**config.mk**
```make
export PLATFORM = sky130hd
export DESIGN_NAME = port_queue_array
export DESIGN_NICKNAME = d
export VERILOG_FILES = /design/src/rtl/port_queue_array.sv
export SDC_FILE = /design/constraint.sdc
export NUM_CORES = 1
export LEC_CHECK = 0
export BUFFER_PORTS_ARGS = -buffer_cell sky130_fd_sc_hd__buf_2
export CAP_MARGIN = 20
export CORE_AREA = 2 2 110 112
export DETAILED_ROUTE_END_ITERATION = 7
export DIE_AREA = 0 0 112 114
export GPL_TIMING_DRIVEN = 0
export PLACE_DENSITY = 0.75
export REMOVE_ABC_BUFFERS = 1
export SYNTH_ARGS = -nofsm -noshare
export SYNTH_HDL_FRONTEND = slang
export SYNTH_SLANG_ARGS = --single-unit
```
**constraint.sdc**
```tcl
create_clock -name clk -period 6.1 [get_ports clk]
set_clock_uncertainty 0.2 [all_clocks]
set_input_delay 1.525 -clock clk [delete_from_list [all_inputs] [get_ports clk]]
set_output_delay 1.525 -clock clk [all_outputs]
set_load 0.005 [all_outputs]
```
**src/rtl/port_queue_array.sv**
```systemverilog
// port_queue_array: an array of independent val/rdy FIFO queues, one per
// channel. Each channel buffers up to num_entries messages between a producer
// and a consumer and reports how many slots are still free. With pipe_mode set,
// a full queue can accept a new message in the same cycle it hands one out.
module port_queue_array #(
  parameter int nports      = 2,
  parameter int nbits       = 32,
  parameter int num_entries = 2,
  parameter bit pipe_mode   = 1'b0
) (
  input  logic                               clk,
  input  logic                               reset,
  input  logic [nbits-1:0]                   istream_msg [nports],
  input  logic                               istream_val [nports],
  output logic                               istream_rdy [nports],
  output logic [nbits-1:0]                   ostream_msg [nports],
  output logic                               ostream_val [nports],
  input  logic                               ostream_rdy [nports],
  output logic [$clog2(num_entries+1)-1:0]   num_free    [nports]
);

  // Pointers need at least one bit even for a single-entry queue.
  localparam int PtrW = (num_entries > 1) ? $clog2(num_entries) : 1;
  localparam int CntW = $clog2(num_entries + 1);

  localparam logic [CntW-1:0] Depth   = CntW'(num_entries);
  localparam logic [PtrW-1:0] LastPtr = PtrW'(num_entries - 1);

  // Reject degenerate configurations before anything gets built.
  if (nports < 1 || num_entries < 1) begin : g_param_check
    $error("port_queue_array: nports and num_entries must both be at least 1");
  end

  for (genvar p = 0; p < nports; p++) begin : g_chan
    logic [nbits-1:0] storage_q [num_entries];
    logic [PtrW-1:0]  enq_ptr_q, enq_ptr_d;
    logic [PtrW-1:0]  deq_ptr_q, deq_ptr_d;
    logic [CntW-1:0]  count_q, count_d;
    logic             full, empty, enq_rdy;
    logic             enq_fire, deq_fire;

    // Handshake view of this channel; only istream_rdy may look at an input
    // (ostream_rdy, and only in pipe mode), everything on ostream is pure state.
    always_comb begin
      full     = (count_q == Depth);
      empty    = (count_q == '0);
      enq_rdy  = !full || (pipe_mode && ostream_rdy[p]);
      enq_fire = istream_val[p] && enq_rdy;
      deq_fire = !empty && ostream_rdy[p];
    end

    assign istream_rdy[p] = enq_rdy;
    assign ostream_val[p] = !empty;
    assign ostream_msg[p] = storage_q[deq_ptr_q];
    assign num_free[p]    = Depth - count_q;

    // Next pointer and occupancy values; pointers wrap explicitly so depths
    // that are not a power of two still cycle through exactly num_entries slots.
    always_comb begin
      enq_ptr_d = enq_ptr_q;
      deq_ptr_d = deq_ptr_q;
      count_d   = count_q;
      if (enq_fire) begin
        enq_ptr_d = (enq_ptr_q == LastPtr) ? '0 : enq_ptr_q + PtrW'(1);
      end
      if (deq_fire) begin
        deq_ptr_d = (deq_ptr_q == LastPtr) ? '0 : deq_ptr_q + PtrW'(1);
      end
      case ({enq_fire, deq_fire})
        2'b10:   count_d = count_q + CntW'(1);
        2'b01:   count_d = count_q - CntW'(1);
        default: count_d = count_q;
      endcase
    end

    // Control state: reset empties the queue, discarding anything buffered.
    always_ff @(posedge clk) begin
      if (reset) begin
        enq_ptr_q <= '0;
        deq_ptr_q <= '0;
        count_q   <= '0;
      end else begin
        enq_ptr_q <= enq_ptr_d;
        deq_ptr_q <= deq_ptr_d;
        count_q   <= count_d;
      end
    end

    // Message storage is never cleared; the old slot value is what a
    // simultaneous pipe-mode read sees, since the write lands at the edge.
    always_ff @(posedge clk) begin
      if (enq_fire) begin
        storage_q[enq_ptr_q] <= istream_msg[p];
      end
    end

    // Occupancy must never exceed the queue depth.
    always_ff @(posedge clk) begin
      if (!reset) begin
        assert (count_q <= Depth);
      end
    end
  end

endmodule

```
==> flow_summary.toml <==
[worst_setup_path]
worstPathCellList = "buf_16 > mux2_2 > buf_2"
worst-setup-path-type = "register to output pin"
crit_buf_inv = 2
path_delay_family = "flip-flops"
crit_path_end_kind = "output pin"
path_max_fanout = 21
startpoint_type = "register"
worstPathArrival_ps = 1870
slowest_delay_ps = 730
crit_path_top_delay_cell = "dfxtp_1"
required_ps = 4380

[detailed_routing]
firstDrtPassIters = 4
via_count = 2706
via_per_inst = 4.76
ant_nets = 0
wire_per_inst_um = 15.5
drc_errors = 0
drt_wl_total_um = 8810
drtIter0Drc = 150

[sta]
setup_viol = 0
tightest_slew_ps = 929
rsz0062_at_grt = "no"
period_share_pct = 58.9
hold_viol = 0
fmax_ghz = 0.278
setup-tns-final_ps = 0
maxSlewHeadroom_pct = 37.9
fin_crit_ps = 3590
drv_slew = 0

[final_layout]
synthToLayoutAreaGrowth_pct = 28.2
antenna_cells = 0
fillers = 923
layout-drive-gt1-share_pct = 56.2
layout_common_cells = "buf_2, edfxtp_1, mux2_2"
layout_commonest_cell = "buf_2"
layout.nets = 486
utilization_pct = 56.3

[clock_tree]
hold_buffers = 0
path_clk_slew_ps = 50
cts-root-buf = "clkbuf_16"
cts_setup_buffers = 0
cts_sinks = 138
cts_buffer_depth = 2
cts_tree = "built"
cts_resized = 0
cts_inserted_buffers = 17
cts-htree-levels = 4
clk_latency_ps = 400

[synthesis]
synth_xor_area_share_pct = 1.36
ys_seq_area_share_pct = 78.7
synth_mux_area_share_pct = 14.0
syn-instance-count = 261
ys_types = 17
ys_ff_latch = 138
synth-simple-area-share_pct = 1.70
synth_fa_ha_area_share_pct = 1.46
syn-cell-area_um2 = 5140
syn_avg_cell_area_um2 = 19.7
synth_compound_area_share_pct = 0.389
synth_top_family_by_area = "multiplexers"
ys_warn_count = 0

[grt]
grt_usage_pct = 14.6
grt_pass1_vias = 2832
grt_pass1_wl_um = 14000
antenna_found_initial = 0
overflow = 0
grt_max_degree = 33

[power_and_ir_drop]
p_leak_nw = 2.51
ir_worst_vdd_v = 0.000260
power_density_nw_per_um2 = 454

[placed_design]
io_buffers = 141
dp_hpwl_um = 5820
gp_congestion = 0.700

[floorplanning]
ioPinCount = 142
row_count = 40
start_util_pct = 43.9
dieHeight_um = 114
chipWidth_um = 112
dieArea_um2 = 12800
floorplan.core_area_um2 = 11700

[hold_path]
worstHoldPathType = "register to register"

[flow_run]
maxCapViolCount = 0

[run_status]
status = "finished clean"
-- registers in the layout, summed over array words and instances, names as in the netlist, named ones only --
| signal | cells |
|---|---|
| g_chan.count_q | 4 |
| g_chan.deq_ptr_q | 2 |
| g_chan.enq_ptr_q | 2 |
| g_chan.storage_q | 128 |
-- report_power, final --
group | internal, mW | switching [mW]
Sequential | 1.23 | 0.0758
Clock | 0.604 | 0.378
Combinational | 0.374 | 0.329
Total | 2.21 | 0.784
-- logic make-up (layout without fill, tap and decap cells) --
logic type,after synthesis,after routing
AOI/OAI and AO/OA,4,4
xor gates and xnor gates,8,8
adders and majority gates,6,6
buffers and inverters,23,184
DFF,138,138
muxes,64,64
and+or+nand+nor,18,18
-- layer usage --
| layer | share of wire, % | global-route usage, % |
|---|---|---|
| met5 | 0 | 0 |
| met4 | 1.6 | 6.18 |
| met3 | 8.7 | 6.16 |
| met2 | 48 | 23.0 |
| met1 | 41 | 17.9 |
-- tightest hold or removal path: stages, from the launching register on --
cell and delay, ps:
dfxtp_1 320, xnor2_1 80, nor2_1 70
-- per-stage QoR --
step                setup WS [ps]  hold slack (ps)  instances  power (mW)  area, um2
finish                       2510              312        569        2.99       6590
global route                 2380              343        569        3.15       6590
CTS                          2460              319        569        3.03       6590
detailed placement           2910              300        538        2.04       6020
global placement             1720              286        536        1.99       5940
floorplan                    2500              269        248        1.71       5050
-- final cells by class --
cell class              count  area, um2  area share (%)
inverters                  10       37.5           0.569
well taps                 147        184            2.79
clock inverters            13        146            2.22
flip-flops and latches    138       4040            61.3
repair buffers            143        761            11.5
clock buffers              18        429            6.51
multi-input cells         100        991            15.0
-- synthesized netlist by cell type --
| library cell | count | share of area [%] |
|---|---|---|
| clkbuf_1 | 3 | 0.22 |
| dfxtp_1 | 10 | 3.9 |
| a21oi_1 | 2 | 0.19 |
| nand2b_1 | 2 | 0.24 |
| xnor2_1 | 4 | 0.68 |
| edfxtp_1 | 128 | 75 |
| nor2_1 | 10 | 0.73 |
| ha_1 | 6 | 1.5 |
| mux2_2 | 60 | 13 |
| inv_1 | 10 | 0.73 |
| or3_1 | 2 | 0.24 |
| and3_1 | 2 | 0.24 |
| xor2_1 | 4 | 0.68 |
| o21ai_0 | 2 | 0.19 |
| mux2_1 | 4 | 0.88 |
| nor2b_1 | 2 | 0.24 |
| buf_4 | 10 | 1.5 |
-- path summary, 6_finish.rpt --
check	start	end	slack [ps]	depth (start not counted)
setup reg to reg	g_chan[1].count_q[0]	g_chan[1].storage_q[0][27]	3850	4
hold / removal	g_chan[0].deq_ptr_q	g_chan[0].deq_ptr_q	310	2
hold reg to reg	g_chan[0].deq_ptr_q	g_chan[0].deq_ptr_q	310	2
setup / recovery	register	ostream_msg[52]	2510	3
No activity file was read; power rests on OpenSTA's default activity.
